<file path="src/rtl/arm_ctrl_pkg.sv">
// Shared control definitions for the multi-cycle ARM control path:
// state encoding, ALU command codes, datapath select encodings, Op field values.
package arm_ctrl_pkg;

    // Main controller states (4-bit, visible on the State debug output).
    // ST_MULWT is the multiplier-busy continuation of ST_MULEX; it lets
    // MulStart be a single-cycle pulse while the state register stays the
    // only sequential element.
    typedef enum logic [3:0] {
        ST_FETCH  = 4'd0,
        ST_DECODE = 4'd1,
        ST_MEMADR = 4'd2,
        ST_MEMRD  = 4'd3,
        ST_MEMWR  = 4'd4,
        ST_MEMWB  = 4'd5,
        ST_EXECR  = 4'd6,
        ST_EXECI  = 4'd7,
        ST_ALUWB  = 4'd8,
        ST_BRANCH = 4'd9,
        ST_MULEX  = 4'd10,
        ST_MULWT  = 4'd11
    } state_t;

    // ALU commands, identical to the data-processing cmd field.
    localparam logic [3:0] CMD_AND = 4'b0000;
    localparam logic [3:0] CMD_EOR = 4'b0001;
    localparam logic [3:0] CMD_SUB = 4'b0010;
    localparam logic [3:0] CMD_RSB = 4'b0011;
    localparam logic [3:0] CMD_ADD = 4'b0100;
    localparam logic [3:0] CMD_ADC = 4'b0101;
    localparam logic [3:0] CMD_SBC = 4'b0110;
    localparam logic [3:0] CMD_RSC = 4'b0111;
    localparam logic [3:0] CMD_TST = 4'b1000;
    localparam logic [3:0] CMD_TEQ = 4'b1001;
    localparam logic [3:0] CMD_CMP = 4'b1010;
    localparam logic [3:0] CMD_CMN = 4'b1011;
    localparam logic [3:0] CMD_ORR = 4'b1100;
    localparam logic [3:0] CMD_MOV = 4'b1101;
    localparam logic [3:0] CMD_BIC = 4'b1110;
    localparam logic [3:0] CMD_MVN = 4'b1111;

    // ALU operand A select.
    localparam logic [1:0] SRCA_RD1 = 2'b00;
    localparam logic [1:0] SRCA_PC  = 2'b01;

    // ALU operand B select.
    localparam logic [1:0] SRCB_RD2  = 2'b00;
    localparam logic [1:0] SRCB_EXT  = 2'b01;
    localparam logic [1:0] SRCB_FOUR = 2'b10;

    // Result bus select.
    localparam logic [1:0] RES_ALUOUT = 2'b00;
    localparam logic [1:0] RES_READ   = 2'b01;
    localparam logic [1:0] RES_ALURES = 2'b10;
    localparam logic [1:0] RES_MUL    = 2'b11;

    // Instruction class (Instr[27:26]).
    localparam logic [1:0] OP_DP    = 2'b00;
    localparam logic [1:0] OP_MEM   = 2'b01;
    localparam logic [1:0] OP_BR    = 2'b10;
    localparam logic [1:0] OP_UNDEF = 2'b11;

    // Multiply encoding: Instr[27:22]=0 and Instr[7:4]=1001.
    function automatic logic is_mul_pattern(input logic [31:0] instr);
        return (instr[27:22] == 6'b000000) && (instr[7:4] == 4'b1001);
    endfunction

    // Commands whose C/V result is meaningful (adder-based).
    function automatic logic is_arith(input logic [3:0] cmd);
        logic r;
        r = 1'b0;
        case (cmd)
            CMD_SUB, CMD_RSB, CMD_ADD, CMD_ADC,
            CMD_SBC, CMD_RSC, CMD_CMP, CMD_CMN: r = 1'b1;
            CMD_AND, CMD_EOR, CMD_TST, CMD_TEQ,
            CMD_ORR, CMD_MOV, CMD_BIC, CMD_MVN: r = 1'b0;
            default:                            r = 1'b0;
        endcase
        return r;
    endfunction

endpackage

</file>
<file path="src/rtl/mc_ctrl_fsm_if.sv">
// Control interface between the main controller (master) and the
// datapath / conditional-execution side (slave).
// Handshake: there is no valid/ready pair; every output is a combinational
// function of State, Instr and MemReady and is valid every cycle. Memory
// accesses (fetch, read, write) complete on a rising CLK edge where
// MemReady=1, and all outputs stay stable while MemReady=0.
interface mc_ctrl_fsm_if;
    logic [31:0] Instr;
    logic        MemReady;
    logic        MulDone;
    logic        PCS;
    logic        RegW;
    logic        MemW;
    logic [1:0]  FlagW;
    logic        NoWrite;
    logic        IRWrite;
    logic        NextPC;
    logic        AdrSrc;
    logic [1:0]  ALUSrcA;
    logic [1:0]  ALUSrcB;
    logic [1:0]  ResultSrc;
    logic [3:0]  ALUControl;
    logic        MulStart;
    logic [3:0]  State;

    modport master (
        input  Instr, MemReady, MulDone,
        output PCS, RegW, MemW, FlagW, NoWrite, IRWrite, NextPC, AdrSrc,
               ALUSrcA, ALUSrcB, ResultSrc, ALUControl, MulStart, State
    );

    modport slave (
        output Instr, MemReady, MulDone,
        input  PCS, RegW, MemW, FlagW, NoWrite, IRWrite, NextPC, AdrSrc,
               ALUSrcA, ALUSrcB, ResultSrc, ALUControl, MulStart, State
    );
endinterface

</file>
<file path="src/rtl/dp_field_decode.sv">
// Data-processing field decode: cmd/S bits -> ALUControl, FlagW, NoWrite.
// Multiplies are forced to a neutral ALU command and never update C/V.
module dp_field_decode
    import arm_ctrl_pkg::*;
(
    input  logic [3:0] cmd,
    input  logic       s,
    input  logic       is_mul,
    output logic [3:0] alu_control,
    output logic [1:0] flag_w,
    output logic       no_write
);

    // Pure decode of the function field.
    always_comb begin
        alu_control = cmd;
        flag_w      = 2'b00;
        no_write    = 1'b0;
        if (is_mul) begin
            alu_control = CMD_AND;
            flag_w      = {s, 1'b0};
            no_write    = 1'b0;
        end else begin
            alu_control = cmd;
            flag_w      = {s, s & is_arith(cmd)};
            no_write    = (cmd[3:2] == 2'b10);
        end
    end

endmodule

</file>
<file path="src/rtl/mc_ctrl_fsm.sv">
// Multi-cycle main control FSM: fetch / decode / execute / memory / writeback
// sequencing and datapath select generation.
// Optional feature: define MUL_EN to enable the MULEX multiply path
// (MulStart pulse, MulDone wait, ResultSrc=MulResult on writeback).
module mc_ctrl_fsm
    import arm_ctrl_pkg::*;
(
    input  logic          CLK,
    input  logic          Reset_n,
    mc_ctrl_fsm_if.master bus
);

    state_t      state_q;
    state_t      state_n;

    logic [31:0] instr;
    logic        mem_ready;
    logic        mul_done;
    logic [1:0]  op;
    logic        imm;
    logic [3:0]  cmd;
    logic        s_bit;
    logic        u_bit;
    logic        rd_pc;
    logic        is_mul;

    logic [3:0]  dp_alu_control;
    logic [1:0]  dp_flag_w;
    logic        dp_no_write;

    logic        pcs;
    logic        reg_w;
    logic        mem_w;
    logic [1:0]  flag_w;
    logic        no_write;
    logic        ir_write;
    logic        next_pc;
    logic        adr_src;
    logic [1:0]  alu_src_a;
    logic [1:0]  alu_src_b;
    logic [1:0]  result_src;
    logic [3:0]  alu_control;
    logic        mul_start;

    logic        unused_ok;

    assign instr     = bus.Instr;
    assign mem_ready = bus.MemReady;
    assign mul_done  = bus.MulDone;
    assign op        = instr[27:26];
    assign imm       = instr[25];
    assign cmd       = instr[24:21];
    assign s_bit     = instr[20];
    assign u_bit     = instr[23];
    assign rd_pc     = (instr[15:12] == 4'hF);

`ifdef MUL_EN
    assign is_mul = is_mul_pattern(instr);
`else
    assign is_mul = 1'b0;
`endif

    // Instruction bits the controller never looks at, and MulDone in builds
    // without the multiplier.
    assign unused_ok = ^{instr[31:28], instr[19:16], instr[11:0], mul_done};

    dp_field_decode u_dp_field_decode (
        .cmd         (cmd),
        .s           (s_bit),
        .is_mul      (is_mul),
        .alu_control (dp_alu_control),
        .flag_w      (dp_flag_w),
        .no_write    (dp_no_write)
    );

    // State register; reset forces FETCH immediately.
    always_ff @(posedge CLK or negedge Reset_n) begin
        if (!Reset_n) state_q <= ST_FETCH;
        else          state_q <= state_n;
    end

    // Next-state selection.
    always_comb begin
        state_n = state_q;
        case (state_q)
            ST_FETCH:  if (mem_ready) state_n = ST_DECODE;
            ST_DECODE: begin
                case (op)
                    OP_MEM: state_n = ST_MEMADR;
                    OP_BR:  state_n = ST_BRANCH;
                    OP_DP: begin
                        if (imm) state_n = ST_EXECI;
                        else     state_n = ST_EXECR;
`ifdef MUL_EN
                        if (is_mul) state_n = ST_MULEX;
`endif
                    end
                    default: state_n = ST_FETCH;
                endcase
            end
            ST_MEMADR: state_n = s_bit ? ST_MEMRD : ST_MEMWR;
            ST_MEMRD:  if (mem_ready) state_n = ST_MEMWB;
            ST_MEMWR:  if (mem_ready) state_n = ST_FETCH;
            ST_MEMWB:  state_n = ST_FETCH;
            ST_EXECR:  state_n = ST_ALUWB;
            ST_EXECI:  state_n = ST_ALUWB;
            ST_ALUWB:  state_n = ST_FETCH;
            ST_BRANCH: state_n = ST_FETCH;
`ifdef MUL_EN
            ST_MULEX:  state_n = mul_done ? ST_ALUWB : ST_MULWT;
            ST_MULWT:  if (mul_done) state_n = ST_ALUWB;
`endif
            default:   state_n = ST_FETCH;
        endcase
    end

    // Per-state datapath selects and write requests.
    always_comb begin
        pcs         = 1'b0;
        reg_w       = 1'b0;
        mem_w       = 1'b0;
        flag_w      = 2'b00;
        no_write    = 1'b0;
        ir_write    = 1'b0;
        next_pc     = 1'b0;
        adr_src     = 1'b0;
        alu_src_a   = SRCA_RD1;
        alu_src_b   = SRCB_RD2;
        result_src  = RES_ALUOUT;
        alu_control = CMD_AND;
        mul_start   = 1'b0;
        case (state_q)
            ST_FETCH: begin
                alu_src_a   = SRCA_PC;
                alu_src_b   = SRCB_FOUR;
                alu_control = CMD_ADD;
                result_src  = RES_ALURES;
                ir_write    = mem_ready;
                next_pc     = mem_ready;
            end
            ST_DECODE: begin
                alu_src_a   = SRCA_PC;
                alu_src_b   = SRCB_FOUR;
                alu_control = CMD_ADD;
            end
            ST_MEMADR, ST_MEMRD, ST_MEMWR: begin
                alu_src_a   = SRCA_RD1;
                alu_src_b   = SRCB_EXT;
                alu_control = u_bit ? CMD_ADD : CMD_SUB;
                adr_src     = 1'b1;
                mem_w       = (state_q == ST_MEMWR);
            end
            ST_MEMWB: begin
                result_src = RES_READ;
                reg_w      = 1'b1;
                pcs        = rd_pc;
            end
            ST_EXECR, ST_EXECI: begin
                alu_src_a   = SRCA_RD1;
                alu_src_b   = (state_q == ST_EXECI) ? SRCB_EXT : SRCB_RD2;
                alu_control = dp_alu_control;
            end
            ST_ALUWB: begin
                // Instr is still stable, so the EXEC selects are re-derived
                // from it rather than remembered.
                alu_src_a   = SRCA_RD1;
                alu_src_b   = (imm && !is_mul) ? SRCB_EXT : SRCB_RD2;
                alu_control = dp_alu_control;
                result_src  = is_mul ? RES_MUL : RES_ALUOUT;
                reg_w       = 1'b1;
                pcs         = rd_pc;
                no_write    = dp_no_write;
                flag_w      = dp_flag_w;
            end
            ST_BRANCH: begin
                alu_src_a   = SRCA_PC;
                alu_src_b   = SRCB_EXT;
                alu_control = CMD_ADD;
                result_src  = RES_ALURES;
                pcs         = 1'b1;
            end
`ifdef MUL_EN
            ST_MULEX, ST_MULWT: begin
                alu_control = dp_alu_control;
                mul_start   = (state_q == ST_MULEX);
            end
`endif
            default: begin
            end
        endcase
    end

    assign bus.PCS        = pcs;
    assign bus.RegW       = reg_w;
    assign bus.MemW       = mem_w;
    assign bus.FlagW      = flag_w;
    assign bus.NoWrite    = no_write;
    assign bus.IRWrite    = ir_write;
    assign bus.NextPC     = next_pc;
    assign bus.AdrSrc     = adr_src;
    assign bus.ALUSrcA    = alu_src_a;
    assign bus.ALUSrcB    = alu_src_b;
    assign bus.ResultSrc  = result_src;
    assign bus.ALUControl = alu_control;
    assign bus.MulStart   = mul_start;
    assign bus.State      = state_q;

endmodule

</file>
<file path="src/flat_wrapper.sv">
// flat-port wrapper written by rule: the top's interface ports become plain ports
module mc_ctrl_fsm_flat import arm_ctrl_pkg::*;
  (CLK, Reset_n, bus_Instr, bus_MemReady, bus_MulDone, bus_PCS, bus_RegW, bus_MemW, bus_FlagW, bus_NoWrite, bus_IRWrite, bus_NextPC, bus_AdrSrc, bus_ALUSrcA, bus_ALUSrcB, bus_ResultSrc, bus_ALUControl, bus_MulStart, bus_State);
  mc_ctrl_fsm_if bus_i ();
  input  logic CLK;
  input  logic Reset_n;
  input wire logic [$bits(bus_i.Instr)-1:0] bus_Instr;
  input wire logic [$bits(bus_i.MemReady)-1:0] bus_MemReady;
  input wire logic [$bits(bus_i.MulDone)-1:0] bus_MulDone;
  output wire logic [$bits(bus_i.PCS)-1:0] bus_PCS;
  output wire logic [$bits(bus_i.RegW)-1:0] bus_RegW;
  output wire logic [$bits(bus_i.MemW)-1:0] bus_MemW;
  output wire logic [$bits(bus_i.FlagW)-1:0] bus_FlagW;
  output wire logic [$bits(bus_i.NoWrite)-1:0] bus_NoWrite;
  output wire logic [$bits(bus_i.IRWrite)-1:0] bus_IRWrite;
  output wire logic [$bits(bus_i.NextPC)-1:0] bus_NextPC;
  output wire logic [$bits(bus_i.AdrSrc)-1:0] bus_AdrSrc;
  output wire logic [$bits(bus_i.ALUSrcA)-1:0] bus_ALUSrcA;
  output wire logic [$bits(bus_i.ALUSrcB)-1:0] bus_ALUSrcB;
  output wire logic [$bits(bus_i.ResultSrc)-1:0] bus_ResultSrc;
  output wire logic [$bits(bus_i.ALUControl)-1:0] bus_ALUControl;
  output wire logic [$bits(bus_i.MulStart)-1:0] bus_MulStart;
  output wire logic [$bits(bus_i.State)-1:0] bus_State;
  assign bus_i.Instr = bus_Instr;
  assign bus_i.MemReady = bus_MemReady;
  assign bus_i.MulDone = bus_MulDone;
  assign bus_PCS = bus_i.PCS;
  assign bus_RegW = bus_i.RegW;
  assign bus_MemW = bus_i.MemW;
  assign bus_FlagW = bus_i.FlagW;
  assign bus_NoWrite = bus_i.NoWrite;
  assign bus_IRWrite = bus_i.IRWrite;
  assign bus_NextPC = bus_i.NextPC;
  assign bus_AdrSrc = bus_i.AdrSrc;
  assign bus_ALUSrcA = bus_i.ALUSrcA;
  assign bus_ALUSrcB = bus_i.ALUSrcB;
  assign bus_ResultSrc = bus_i.ResultSrc;
  assign bus_ALUControl = bus_i.ALUControl;
  assign bus_MulStart = bus_i.MulStart;
  assign bus_State = bus_i.State;
  mc_ctrl_fsm u_core (.CLK(CLK), .Reset_n(Reset_n), .bus(bus_i));
endmodule
</file>
<file path="config.mk">
export PLATFORM = sky130hd
export DESIGN_NAME = mc_ctrl_fsm_flat
export DESIGN_NICKNAME = d
export VERILOG_FILES = /design/src/rtl/arm_ctrl_pkg.sv /design/src/rtl/mc_ctrl_fsm_if.sv /design/src/rtl/dp_field_decode.sv /design/src/rtl/mc_ctrl_fsm.sv /design/src/flat_wrapper.sv
export SDC_FILE = /design/constraint.sdc
export NUM_CORES = 1
export LEC_CHECK = 0
export CORE_MARGIN = 4
export CORE_UTILIZATION = 26
export CTS_CLUSTER_SIZE = 25
export DETAILED_ROUTE_END_ITERATION = 10
export GPL_ROUTABILITY_DRIVEN = 1
export GPL_TIMING_DRIVEN = 0
export PLACE_DENSITY = 0.78
export SLEW_MARGIN = 10
export SYNTH_ARGS = -nofsm -noshare
export SYNTH_HDL_FRONTEND = slang
export SYNTH_SLANG_ARGS = --single-unit
</file>
<file path="constraint.sdc">
create_clock -name CLK -period 1.3 [get_ports CLK]
set_input_delay 0.325 -clock CLK [delete_from_list [all_inputs] [get_ports CLK]]
set_output_delay 0.325 -clock CLK [all_outputs]
set_load 0.02 [all_outputs]
</file>
==> results.md <==
* Outcome: finished with violations
* Failing checks: setup timing
* Peak supply drop at 1.524 mV
* Core Box Area at 0.002212 sq mm
* Register share of total power at 6.8%
* N_diodes at 0
* CTS max path bufs at 2
* Placed inst area at 0.001099 sq mm
* Critical Path Start Type: register
* Sink Count at 4
* Worst path bufs/invs at 3
* Pin count of the biggest net entering global routing at 11
* Worst-path fanout max at 5
* Vias per Instance at between 5 and 6
* First-pass DRT Iterations at 4
* Final Wtd Congestion at 0.8329
* Gate power share at 88.6%
* Pint at roughly 2.1 mW
* CP arrival at 1550 ps
* CP peak stage delay at ~420 ps
* Max-cap violations at 0
* Final instance area at 0.001536 sq mm
* Final ANT Viol Nets at 0
* RSZ-0062 raised after global routing: true
* M1 GR Usage at approximately 17%
* Synth Instances at 75
* Hold_buf cts at 0
* Routed len/inst at 17.17 microns
* Final period utilization at 144.0%
* Final setup margin at -571.4 ps
* Yosys top cell by area: dfrtp_1
* Total GRT Usage at 16.37%
* Io pins at 60
* Worst EP required at 980 ps
* Final hold viol count at 0
* Initial antenna violation count at 0
* Sw Share at 44.42%
* Hold crit path type: in -> async
* Die height at 56.11 microns
* WS Path Type: reg -> out
* Synth cell types at 36
* Largest delay share family, worst path: flip-flops
* Worst Setup SP: u_core.bus.State[0]
* Leakage Power at approximately 0.72 nW
* Inserted Clock Buffers at 3
* Root Buffer Master: clkbuf_4
* Met3 usage at 4.176%
* CTS tree: done
* Register area share after synthesis at between 10% and 20%
* Vias in the first global route at 892
* DRC at 0
* Post-Syn Area at 601.8 sq um
* First-pass GRT wire length at between 4 and 5 mm
* CP dominant cell by count: buf_6
* Avg Inst Size Synth at 8.024 sq um
* Setup TNS at -8932 ps
* NumNets Final at between 150 and 200
* HPWL Detailed at 1.587 mm
* Ranking of synthesized cells by area: dfrtp_1 (17%), buf_6 (7.5%), nor2_1 (6.2%), mux2i_1 (5.0%), buf_4 (5.0%)
* Die W at 56.11 microns
* Ys Warns at 0
* R2R setup slack at -20 ps
* Area Overhead vs Synth at 155.3%
* Clock edge transition at the registers on the reported setup and hold paths at about 40 ps
* GRT busiest layer: met2
* Standard-cell row count at 17
* Endpoint class of the critical path: output port
* Cell Chain, Critical Path: buf_8 -> buf_6 -> o21ba_4 -> mux2i_2 -> o22ai_2 -> buf_6
* Setup Viol. Count Final at 21
* Clock Latency Late Sink at about 250 ps
* FF+latch count, synth at 4
* Pwr per Cell Area at 2404 mW/mm^2
* Die area at between 0.003 and 0.004 sq mm
* Initial Utilization at 27.21%
* Vias at 896
* Post-synth top area share at 16.63%
* R2R Path Start: u_core.bus.State[1]
* Slew Viols, Final at 0
* Fin crit period at 1871 ps
* # H-tree levels at 1
* Overall Power at between 3 and 4 mW
* Post-Route Skew at 1.986 ps
* Max FFs per register at 4
* Share of cells above drive strength 1 at 72.22%
* Fmax at 534.4 MHz
* PortBufs at 36
* Switch Pwr at roughly 1.6 mW
* Crit-path slowest cell: dfrtp_2
* Remaining Overflow, GRT at 0
* Initial drt markers at 10
* Grt met2 use at approximately a third
* DRT Wirelength at 2.954 mm
* Final Util at 69.46%
* Clk pwr share at 4.6%
==> metrics by stage <==
step / setup slack [ps] / instances / hold slack [ps]
after global routing: -621.4 / 172 / 294.1
final: -571.4 / 172 / 282.9
after global placement: -1171 / 140 / 531.9
after CTS: -609.3 / 163 / 275.6
after floorplan: -299.8 / 76 / 29.41
after detailed placement: -1213 / 140 / 544.2
==> power groups by stage <==
stage | registers (mW) | clock network, mW | logic [mW]
final | 0.253 | 0.169 | 3.27
after global routing | 0.259 | 0.177 | 3.43
after CTS | 0.260 | 0.176 | 2.71
after detailed placement | 0.257 | 0 | 2.05
after global placement | 0.255 | 0 | 2.03
after floorplan | 0.305 | 0 | 1.30
==> synthesized netlist by cell type <==
cell type and count:
a2111o_1 1, a21boi_2 2, a21o_1 2, a21oi_1 4
a22oi_1 2, a32oi_1 1, and2_1 4, and2_4 1
and2b_1 1, and3_1 2, and3b_1 1, buf_2 1
buf_4 4, buf_6 4, conb_1 1, dfrtp_1 4
inv_1 2, inv_2 1, mux2i_1 3, nand2_1 1
nand2b_1 3, nand4_1 1, nand4b_1 1, nor2_1 10
nor2_2 1, nor2b_1 2, nor3_1 2, nor3_2 1
nor4b_4 1, o21ai_0 4, o21ai_1 1, o21ba_1 1
o221a_1 1, o22ai_1 2, o32ai_1 1, o41ai_2 1
==> worst paths after layout <==
kind | endpoint | cells after the start
max | bus_ALUSrcB[0] | 6
min | u_core.bus.State[0] | 1
max reg2reg | u_core.bus.State[2] | 6
min reg2reg | u_core.bus.State[3] | 2
max in group asynchronous | u_core.bus.State[1] | 1
min in group CLK | u_core.bus.State[3] | 2
==> worst reg2reg max path: stages, from the launching register on <==
cell     delay, ps
dfrtp_2        440
buf_6          160
buf_8          130
buf_6          130
buf_4          150
o22ai_4         90
o32ai_2         90
==> placed cells by master (no fill, tap or decap), types with 2 or more instances in the layout <==
cell	n
mux2i_2	2
buf_12	2
a21oi_2	2
buf_8	4
nor2_1	4
a21oi_1	2
nand2b_4	2
buf_6	30
dfrtp_2	4
a21o_1	2
dlygate4sd2_1	3
clkbuf_4	3
o21ai_2	3
conb_1	2
clkdlybuf4s50_1	10
and2_4	4
nor3_4	2
nor2_4	6
a21boi_4	2
buf_4	23
==> timing repair <==
action	CTS	global route
buffers inserted	20	10
endpoints found under the setup margin	22	23
gates cloned	0	0
pin swaps	10	11
resized for setup	148	29
==> final cells by class <==
cell class / count / area (sq um)
timing repair buffer: 66 / 664.4
sequential: 4 / 105.1
inverter: 3 / 15.01
buffer: 8 / 90.09
fill: 177 / 675.6
multi-input combinational: 60 / 604.3
clock buffer: 3 / 22.52
tap: 28 / 35.03
==> metal layers <==
metal / part of all wire (%) / wire length (microns)
met5: 0 / 0
met1: 37 / 1105
met3: 5.3 / 156
met2: 55 / 1629
met4: 2.1 / 63
==> kinds of logic (layout without fill, tap and decap cells) <==
family | after synthesis | in the layout | share of synthesized area (%)
AO/OA/AOI/OAI | 23 | 23 | 29.31
buffers and inverters | 12 | 80 | 15.18
flip-flops | 4 | 4 | 16.63
multiplexers | 3 | 3 | 4.990
other | 1 | 2 | 0.6231
AND/OR/NAND/NOR | 32 | 32 | 33.27
Power figures use the tool's default switching activity.
